$ cat src/rtl/ram_sp_be_arb_pkg.sv
// Shared definitions for the bit-enable RAM arbiter: RAM geometry and response FIFO depth.
package ram_sp_be_arb_pkg;

   localparam int ENC_ADR_WD     = 8;
   localparam int ENC_DAT_WD     = 128;
   localparam int ENC_DEPTH      = 192;
   localparam int ENC_FIFO_DEPTH = 3;
   localparam int ENC_FIFO_CNT_WD = 2;

endpackage

$ cat src/rtl/ram_sp_be_arb_rsp_fifo.sv
// Three-entry in-order read response FIFO; entry 0 is the output register,
// so rsp data comes straight from a flop and holds while not popped.
module rsp_fifo_3x128
   import ram_sp_be_arb_pkg::*;
#(
   parameter int DAT_WD = ENC_DAT_WD
) (
   input  logic                       clk,
   input  logic                       rstn,
   input  logic                       i_push,
   input  logic [DAT_WD-1:0]          i_push_dat,
   input  logic                       i_pop_rdy,
   output logic                       o_vld,
   output logic [DAT_WD-1:0]          o_dat,
   output logic [ENC_FIFO_CNT_WD-1:0] o_cnt
);

   localparam logic [ENC_FIFO_CNT_WD-1:0] LP_FULL = ENC_FIFO_CNT_WD'(ENC_FIFO_DEPTH);

   logic [DAT_WD-1:0]          r_mem [ENC_FIFO_DEPTH];
   logic [ENC_FIFO_CNT_WD-1:0] r_cnt;
   logic                       w_pop;
   logic                       w_push;
   logic [ENC_FIFO_CNT_WD-1:0] w_wr_idx;

   assign w_pop    = i_pop_rdy && (r_cnt != '0);
   assign w_push   = i_push && ((r_cnt != LP_FULL) || w_pop);
   assign w_wr_idx = w_pop ? (r_cnt - 1'b1) : r_cnt;

   // Pop shifts everything toward entry 0; a simultaneous push lands behind the shift.
   always_ff @(posedge clk) begin
      if (!rstn) begin
         for (int i = 0; i < ENC_FIFO_DEPTH; i++) r_mem[i] <= '0;
         r_cnt <= '0;
      end else begin
         if (w_pop) begin
            for (int i = 0; i < ENC_FIFO_DEPTH - 1; i++) r_mem[i] <= r_mem[i+1];
            r_mem[ENC_FIFO_DEPTH-1] <= '0;
         end
         if (w_push) r_mem[w_wr_idx] <= i_push_dat;
         case ({w_push, w_pop})
            2'b10:   r_cnt <= r_cnt + 1'b1;
            2'b01:   r_cnt <= r_cnt - 1'b1;
            default: r_cnt <= r_cnt;
         endcase
      end
   end

   assign o_vld = (r_cnt != '0);
   assign o_dat = r_mem[0];
   assign o_cnt = r_cnt;

endmodule

$ cat src/rtl/ram_sp_be_arb.sv
// Round-robin read/write arbiter in front of a single-port bit-enable RAM,
// with a credit-limited in-order read response FIFO.
module ram_sp_be_arb
   import ram_sp_be_arb_pkg::*;
#(
   parameter int ADR_WD = ENC_ADR_WD,
   parameter int DAT_WD = ENC_DAT_WD,
   parameter int DEPTH  = ENC_DEPTH
) (
   input  logic              clk,
   input  logic              rstn,
   input  logic              wr_val_i,
   output logic              wr_rdy_o,
   input  logic [ADR_WD-1:0] wr_adr_i,
   input  logic [DAT_WD-1:0] wr_msk_i,
   input  logic [DAT_WD-1:0] wr_dat_i,
   input  logic              rd_val_i,
   output logic              rd_rdy_o,
   input  logic [ADR_WD-1:0] rd_adr_i,
   output logic              rsp_vld_o,
   input  logic              rsp_rdy_i,
   output logic [DAT_WD-1:0] rsp_dat_o,
   output logic              err_o,
   output logic [ADR_WD-1:0] ram_adr_o,
   output logic [DAT_WD-1:0] ram_wr_ena_o,
   output logic [DAT_WD-1:0] ram_wr_dat_o,
   output logic              ram_rd_ena_o,
   input  logic [DAT_WD-1:0] ram_rd_dat_i
);

   localparam logic [ADR_WD:0] LP_DEPTH = (ADR_WD+1)'(DEPTH);
   localparam logic [2:0]      LP_OCC_MAX = 3'(ENC_FIFO_DEPTH);

   logic                       r_prio_wr;
   logic                       r_inflight;
   logic                       r_inflight_oor;
   logic                       r_err;
   logic [ENC_FIFO_CNT_WD-1:0] w_fifo_cnt;
   logic [2:0]                 w_occ;
   logic                       w_wr_elig;
   logic                       w_rd_elig;
   logic                       w_gnt_wr;
   logic                       w_gnt_rd;
   logic                       w_wr_inr;
   logic                       w_rd_inr;
   logic [DAT_WD-1:0]          w_push_dat;

   // Occupancy counts the read in flight so a granted read always has a FIFO slot.
   assign w_occ     = {1'b0, w_fifo_cnt} + {2'b00, r_inflight};
   assign w_wr_elig = rstn && wr_val_i;
   assign w_rd_elig = rstn && rd_val_i && (w_occ < LP_OCC_MAX);
   assign w_gnt_wr  = w_wr_elig && (!w_rd_elig || r_prio_wr);
   assign w_gnt_rd  = w_rd_elig && (!w_wr_elig || !r_prio_wr);
   assign w_wr_inr  = ({1'b0, wr_adr_i} < LP_DEPTH);
   assign w_rd_inr  = ({1'b0, rd_adr_i} < LP_DEPTH);

   assign wr_rdy_o = w_gnt_wr;
   assign rd_rdy_o = w_gnt_rd;
   assign err_o    = r_err;

   always_comb begin
      ram_adr_o    = '0;
      ram_wr_ena_o = '0;
      ram_wr_dat_o = '0;
      ram_rd_ena_o = 1'b0;
      if (w_gnt_wr && w_wr_inr) begin
         ram_adr_o    = wr_adr_i;
         ram_wr_ena_o = wr_msk_i;
         ram_wr_dat_o = wr_dat_i;
      end else if (w_gnt_rd && w_rd_inr) begin
         ram_adr_o    = rd_adr_i;
         ram_rd_ena_o = 1'b1;
      end
   end

   // Out-of-range reads still occupy a slot and return zeros in order.
   always_ff @(posedge clk) begin
      if (!rstn) begin
         r_prio_wr      <= 1'b1;
         r_inflight     <= 1'b0;
         r_inflight_oor <= 1'b0;
         r_err          <= 1'b0;
      end else begin
         if (w_wr_elig && w_rd_elig) r_prio_wr <= w_gnt_rd;
         r_inflight     <= w_gnt_rd;
         r_inflight_oor <= w_gnt_rd && !w_rd_inr;
         r_err          <= (w_gnt_wr && !w_wr_inr) || (w_gnt_rd && !w_rd_inr);
      end
   end

   assign w_push_dat = r_inflight_oor ? '0 : ram_rd_dat_i;

   rsp_fifo_3x128 #(
      .DAT_WD (DAT_WD)
   ) u_rsp_fifo (
      .clk        (clk),
      .rstn       (rstn),
      .i_push     (r_inflight),
      .i_push_dat (w_push_dat),
      .i_pop_rdy  (rsp_rdy_i),
      .o_vld      (rsp_vld_o),
      .o_dat      (rsp_dat_o),
      .o_cnt      (w_fifo_cnt)
   );

endmodule

$ cat config.mk
export PLATFORM = sky130hd
export DESIGN_NAME = ram_sp_be_arb
export DESIGN_NICKNAME = d
export VERILOG_FILES = /design/src/rtl/ram_sp_be_arb_pkg.sv /design/src/rtl/ram_sp_be_arb_rsp_fifo.sv /design/src/rtl/ram_sp_be_arb.sv
export SDC_FILE = /design/constraint.sdc
export NUM_CORES = 1
export LEC_CHECK = 0
export ABC_AREA = 0
export CORE_AREA = 4 4 312 314
export CTS_CLUSTER_DIAMETER = 80
export CTS_CLUSTER_SIZE = 8
export DETAILED_ROUTE_END_ITERATION = 10
export DIE_AREA = 0 0 316 318
export GPL_TIMING_DRIVEN = 0
export PLACE_DENSITY = 0.45
export SYNTH_ARGS = -nofsm -noshare
export SYNTH_HDL_FRONTEND = slang
export SYNTH_SLANG_ARGS = --single-unit
$ cat constraint.sdc
create_clock -name clk -period 7.8 [get_ports clk]
set_input_delay 1.56 -clock clk [delete_from_list [all_inputs] [get_ports clk]]
set_output_delay 1.56 -clock clk [all_outputs]
set_load 0.005 [all_outputs]
==> key figures, run 1 <==
STA
  – Fin crit share: ~85%
  – Final Slew Violations: 0
  – Setup TNS Final: 0 ps
  – Upper clock frequency limit: around 150 MHz
  – Fin. Hold Viols: 0
  – RSZ-0062 raised after global routing: no
  – Slew HR: under 10%
  – # setup viols final: 0
  – Fin Clk Skew: 29.91 ps
  – Min Tclk post-route: roughly 6600 ps
  – Slew @ Worst Pin: between 1000 and 1500 ps

Hold path
  – Hold Crit Class: reg2reg

Final layout
  – Final Instance Area: between 30000 and 40000 um^2
  – Nets: roughly 2900
  – Fraction of layout cells with a size suffix above 1: slightly below 6%
  – Layout Area Growth over Synthesis: 59.90%

Floorplan
  – # rows: around 110
  – DIE AREA: between 100000 and 150000 um^2
  – Initial Util: between 20 and 25%
  – Die boundary width: roughly 320 um
  – Core area: approximately 95000 um^2
  – Die Ht: about 320 um
  – Top Ports: between 800 and 900

Drt
  – Vias per std cell: around 4.2
  – Remaining DRCs: 0
  – DRT iter0 DRCs: 1088
  – Final wirelength: roughly 130000 um
  – Routed Antenna Nets: 0
  – Routed len/inst: about 34 um
  – Via count: 15890
  – Drt pass-1 iters: 5

Power and ir drop
  – Pwr dens: between 150 and 200 nW/um^2
  – Max VDD drop: roughly 0.17 mV
  – Lkg Pwr: 12.74 nW

Synth
  – Yosys warnings: 0
  – Yosys cell types: 43
  – Area leader, netlist: edfxtp_1
  – Largest cells by area after synthesis: edfxtp_1 (60%), mux2i_1 (13%), and2_1 (8.4%), nand2_1 (5.0%), nand2b_1 (4.2%)
  – Netlist Area Pre-Place: about 19000 um^2
  – Seq cells post-synth: between 300 and 400
  – EDFF count, synth: around 380
  – Most used DFF post-synth: edfxtp_1
  – Syn Inst Count: about 1600
  – Synth async-reset ratio: 0%
  – Sequential cell area fraction in the yosys report: between 60% and 70%
  – Avg Cell Area, Syn: approximately 12 um^2
  – Yosys top cell area share: 60.10%
  – Syn Nets: around 2000

Setup path
  – CP endpoint kind: output pin
  – CP Data Arrival Time: ~5100 ps
  – Max stage delay on crit path: 780 ps
  – Slowest stage cell on the critical path: clkdlybuf4s50_1
  – CP Class: in2out
  – Startpoint Class: primary input
  – WP data required: approximately 6200 ps
  – Worst-path cell chain: clkdlybuf4s50_1, nand2b_1, o311ai_4, a21oi_4, buf_2, buf_2, and2_1, clkdlybuf4s50_1
  – Worst-path maximum fanout: 10

GRT
  – Global-route wire length before repair: 165500 um
  – Vias in the first global route: around 17000
  – Initial antenna violation count: between 60 and 70
  – Total track usage: between 20% and 30%
  – Gr ovfl total: 0
  – Largest net degree at the start of global routing: 45

Place
  – RePlAce Congestion: between 1 and 1.5
  – DP Wirelength: about 110000 um
  – Placed cell areas: between 20000 and 30000 um^2
  – Port buffer count: 801

Clocking
  – Hold buffers post-CTS: 0
  – Clock Path Buffers: 3
  – Setup bufs post-CTS: 0
  – Resized Gates After CTS: 0
  – Root Buffer: clkbuf_16
  – CTS tree: yes
  – Clk slew on worst S/H paths: about 60 ps
  – Worst-Skew Late Latency: roughly 610 ps
  – H-tree depth: 2
  – Num CTS Buffers: 54
  – # clock sinks: 390

Run
  – Number of max-cap violations: 0

Run status
  – Status: complete, no violations
where the power goes:
part           switching, W  total, W  internal (W)  leakage, nW
Combinational      0.000622   0.00119      0.000565         7.90
Sequential        0.0000754   0.00268       0.00260         4.09
Clock              0.000936   0.00225       0.00131        0.751
Total               0.00163   0.00612       0.00448         12.7
final cells by class:
| class | instances | area, um^2 |
|---|---|---|
| clock inverters | 3 | 58.81 |
| clock buffers | 99 | 1530 |
| multi-input cells | 1077 | 6894 |
| plain buffers | 114 | 655.6 |
| well taps | 1265 | 1583 |
| repair buffers | 810 | 8213 |
| inverters | 6 | 22.52 |
| fillers | 9665 | 63910 |
| diodes | 28 | 70.07 |
| flip-flops and latches | 390 | 11650 |
metrics by stage:
step	total power (W)	hold slack, ps	util [%]	setup WS, ps	instances
after floorplan	0.003084	565.6	-	1029	1587
after global placement	0.003966	569.3	30.43	-2978	3653
after detailed placement	0.003928	580.3	30.68	1116	3662
after CTS	0.006205	578.9	32.36	1110	3764
after global routing	0.006351	615.2	32.38	1095	3770
final	0.006116	583.4	32.43	1173	3792
metal layers:
metal	vias to the layer above	global-route usage (%)	wire (um)
li1	7226	-	-
met3	162	9.071	11530
met2	659	45.32	66490
met1	7800	27.61	47520
met4	44	5.471	3330
met5	-	0	291
registers in the layout, indices dropped and copies added, names as in the netlist:
| register | flops |
|---|---|
| err_o | 1 |
| r_inflight | 1 |
| r_inflight_oor | 1 |
| r_prio_wr | 1 |
| u_rsp_fifo.o_cnt | 2 |
| u_rsp_fifo.r_mem | 384 |
synthesized netlist by cell type, types with 2 or more instances:
master	number
buf_2	44
nand3_1	4
clkbuf_1	41
o211ai_1	2
ha_1	4
and2_1	257
and3_1	4
mux2i_1	256
buf_1	5
nand2_1	258
a22o_1	6
edfxtp_1	384
nand2b_1	130
nor2_1	132
buf_6	22
dfxtp_1	6
inv_1	5
buf_4	2
worst paths after layout:
kind                                              start                                 to  slack [ps]  cells after the start
hold reg to reg   u_rsp_fifo.r_mem[2][37]$_SDFFCE_PN0P_  u_rsp_fifo.r_mem[1][37]$_DFFE_PP_         580                      2
setup / recovery                               rd_val_i                   ram_wr_ena_o[92]        1170                      8
setup reg to reg       u_rsp_fifo.o_cnt[0]$_SDFFE_PN0P_  u_rsp_fifo.r_mem[1][95]$_DFFE_PP_        4530                     10
hold / removal    u_rsp_fifo.r_mem[2][37]$_SDFFCE_PN0P_  u_rsp_fifo.r_mem[1][37]$_DFFE_PP_         580                      2
critical path: cells and delay by family:
family	cells	cell delay (ps)
buffers and inverters	4	2090
AOI/OAI and AO/OA	2	860
and+or+nand+nor	2	530
kinds of logic (layout without fill, tap and decap cells):
family / count (synthesis) / count (layout) / synth area share, %
adder cells (fa/ha/maj): 4 / 4 / 0.2609
AND/OR/NAND/NOR: 795 / 795 / 20.90
XOR/XNOR: 1 / 1 / 0.04566
buffers and inverters: 120 / 1032 / 3.535
multiplexers: 256 / 256 / 13.36
other: 0 / 28 / 0
flip-flops: 390 / 390 / 60.73
AO/OA/AOI/OAI: 21 / 21 / 1.174
cells in the final DEF, fill, tap and decap left out, types with 2 or more instances in the layout:
master | synthesis | layout
clkbuf_16 | 0 | 54
clkdlybuf4s50_1 | 0 | 801
ha_1 | 4 | 4
and3_1 | 4 | 4
nor2_1 | 132 | 132
clkbuf_1 | 41 | 85
nand2_1 | 258 | 258
nand2b_1 | 130 | 130
diode_2 | 0 | 28
nand3_4 | 0 | 3
buf_1 | 5 | 5
buf_4 | 2 | 2
buf_16 | 0 | 2
edfxtp_1 | 384 | 384
inv_1 | 5 | 5
buf_6 | 22 | 22
o211ai_1 | 2 | 2
buf_12 | 0 | 7
and2_1 | 257 | 257
dfxtp_1 | 6 | 6
a22o_1 | 6 | 6
buf_2 | 44 | 44
mux2i_1 | 256 | 256
No activity file was read; power rests on OpenSTA's default activity.
==> run 2: changes to the inputs <==
==> constraint.sdc (replaced) <==
create_clock -name clk -period 6.3 [get_ports clk]
set_input_delay 1.26 -clock clk [delete_from_list [all_inputs] [get_ports clk]]
set_output_delay 1.26 -clock clk [all_outputs]
set_load 0.005 [all_outputs]
==> run 2 against run 1 <==
Critical path depth unchanged. Critical endpoint is now ram_wr_ena_o[126]. Non-clock buffer count is 1 lower. Hold slack lost 23 ps. Wire length is 6.8% lower. Register-to-register slack lost 1600 ps. Combinational power rose by 20%. Clock-buffer cell count decreased by 37. Sequential share of layout area up 0.065 points. Sequential power rose by 24%. Largest cell class unchanged. First-iteration DRC count down 11%.
==> key figures, run 2 (synthesized netlist as in run 1, its figures left out) <==
Run status
  – Status: complete, no violations

Floorplan
  – DIE AREA: between 100000 and 150000 um^2
  – Initial Util: 20.28%
  – Die boundary width: roughly 320 um
  – # rows: between 100 and 150
  – Die Ht: ~320 um
  – Top Ports: ~800
  – Core area: between 90000 and 100000 um^2

Drt
  – Final wirelength: ~120000 um
  – Vias per std cell: about 4.2
  – Routed Antenna Nets: 0
  – DRT iter0 DRCs: ~970
  – Routed len/inst: approximately 32 um
  – Remaining DRCs: 0
  – Via count: roughly 16000
  – Drt pass-1 iters: 5

Power and ir drop
  – Power share of the sequential group: around 44%
  – Switching share of power: roughly a quarter
  – Combinational power share: a little under a fifth
  – Sw power: a little under 0.002 W
  – Clock power frac: a little over a third
  – Pwr dens: roughly 240 nW/um^2
  – Max VDD drop: 0.1947 mV
  – Total internal power: approximately 0.0055 W
  – Power, Total: 0.007456 W
  – Lkg Pwr: 12.72 nW

STA
  – Slew HR: about 28%
  – Final Slew Violations: 0
  – Fin crit share: 87.74%
  – RSZ-0062 raised after global routing: no
  – Slew @ Worst Pin: about 1100 ps
  – # setup viols final: 0
  – Fin Clk Skew: 43.28 ps
  – Fin. Hold Viols: 0
  – Upper clock frequency limit: 180.9 MHz
  – Min Tclk post-route: roughly 5500 ps

Hold path
  – Hold Crit Class: reg2reg

Setup path
  – CP Class: in2out
  – Startpoint Class: primary input
  – Worst-path maximum fanout: 10
  – CP endpoint kind: output pin
  – WP data required: just over 5000 ps
  – CP Data Arrival Time: between 4000 and 5000 ps

Place
  – RePlAce Congestion: around 1.0
  – Port buffer count: 801
  – DP Wirelength: 102000 um
  – Placed insts: between 3000 and 4000

GRT
  – Largest net degree at the start of global routing: 50
  – Global-route wire length before repair: between 150000 and 200000 um
  – Vias in the first global route: about 17000
  – Initial antenna violation count: 92
  – Gr ovfl total: 0
  – Total track usage: a little under a quarter

Clocking
  – Clk slew on worst S/H paths: roughly 50 ps
  – Num CTS Buffers: 55
  – H-tree depth: 2
  – Setup bufs post-CTS: 0
  – Clock Path Buffers: 3
  – Hold buffers post-CTS: 0
  – Resized Gates After CTS: 0
  – Root Buffer: clkbuf_16
  – CTS tree: yes
  – Worst-Skew Late Latency: between 600 and 700 ps
  – # clock sinks: 390

Run
  – Number of max-cap violations: 0

Final layout
  – Core Util, Final: 32.38%
  – Max FFs per register: 384
  – FILL cells: 9538
  – Fraction of layout cells with a size suffix above 1: under 10%
  – Most used cells in the layout excluding fill and tap cells: clkdlybuf4s50_1 (801), edfxtp_1 (384), nand2_1 (258), and2_1 (257), mux2i_1 (256)
  – Layout Cells excl Fill: roughly 3800
  – Nets: roughly 2900
  – Layout Area Growth over Synthesis: 59.63%
  – Commonest non-fill, non-tap cell in the layout: clkdlybuf4s50_1
  – Most flop-heavy register: u_rsp_fifo.r_mem
-- run 2: per-stage QoR --
| step | hold slack [ps] | setup slack (ps) | setup TNS (ps) | instance area (um^2) |
|---|---|---|---|---|
| 2_1_floorplan | 565.6 | 32.96 | 0 | 19200 |
| 3_3_place_gp | 569.4 | -3925 | -804810 | 28800 |
| 3_5_place_dp | 582.1 | 800.7 | 0 | 29030 |
| 4_1_cts | 545.4 | 785.0 | 0 | 30540 |
| 5_1_grt | 582.6 | 674.1 | 0 | 30570 |
| 6_report | 560.7 | 772.4 | 0 | 30630 |
-- run 2: final cells by class --
cell class | instances | area (um^2) | area share [%]
multi-input cells | 1077 | 6894 | 22.51
clock inverters | 5 | 103.9 | 0.3391
diodes | 36 | 90.09 | 0.2942
plain buffers | 114 | 655.6 | 2.141
flip-flops and latches | 390 | 11650 | 38.04
inverters | 6 | 22.52 | 0.07354
well taps | 1265 | 1583 | 5.168
clock buffers | 62 | 1403 | 4.580
repair buffers | 809 | 8223 | 26.85
-- run 2: worst paths after layout --
kind                                      startpoint                                  to  slack (ps)  cells after the start
setup / recovery                            rd_val_i                   ram_wr_ena_o[126]         770                      8
hold / removal    u_rsp_fifo.r_mem[1][108]$_DFFE_PP_  u_rsp_fifo.r_mem[0][108]$_DFFE_PP_         560                      2
setup reg to reg    u_rsp_fifo.o_cnt[0]$_SDFFE_PN0P_   u_rsp_fifo.r_mem[1][36]$_DFFE_PP_        2970                      9
hold reg to reg   u_rsp_fifo.r_mem[1][108]$_DFFE_PP_  u_rsp_fifo.r_mem[0][108]$_DFFE_PP_         560                      2
-- run 2: power by group through the flow --
| stage | clock network, W | logic, W | registers [W] |
|---|---|---|---|
| 2_1_floorplan | 0 | 0.000415 | 0.00339 |
| 3_3_place_gp | 0 | 0.00141 | 0.00342 |
| 3_5_place_dp | 0 | 0.00146 | 0.00336 |
| 4_1_cts | 0.00279 | 0.00146 | 0.00332 |
| 5_1_grt | 0.00290 | 0.00153 | 0.00334 |
| 6_report | 0.00271 | 0.00143 | 0.00331 |
-- run 2: worst max-delay path, cell delays in order --
cell	delay, ps
clkdlybuf4s50_1	410
nand2b_1	230
o311ai_4	160
a21oi_4	390
buf_2	330
buf_2	390
and2_1	430
clkdlybuf4s50_1	640
-- run 2: per-layer routing --
layer | up-vias | share of wire (%) | GRT usage, %
li1 | 7186 | - | -
met1 | 7611 | 34 | 23.93
met2 | 681 | 53 | 43.32
met3 | 212 | 8.5 | 8.270
met4 | 18 | 4.0 | 8.307
met5 | - | 0.11 | 0
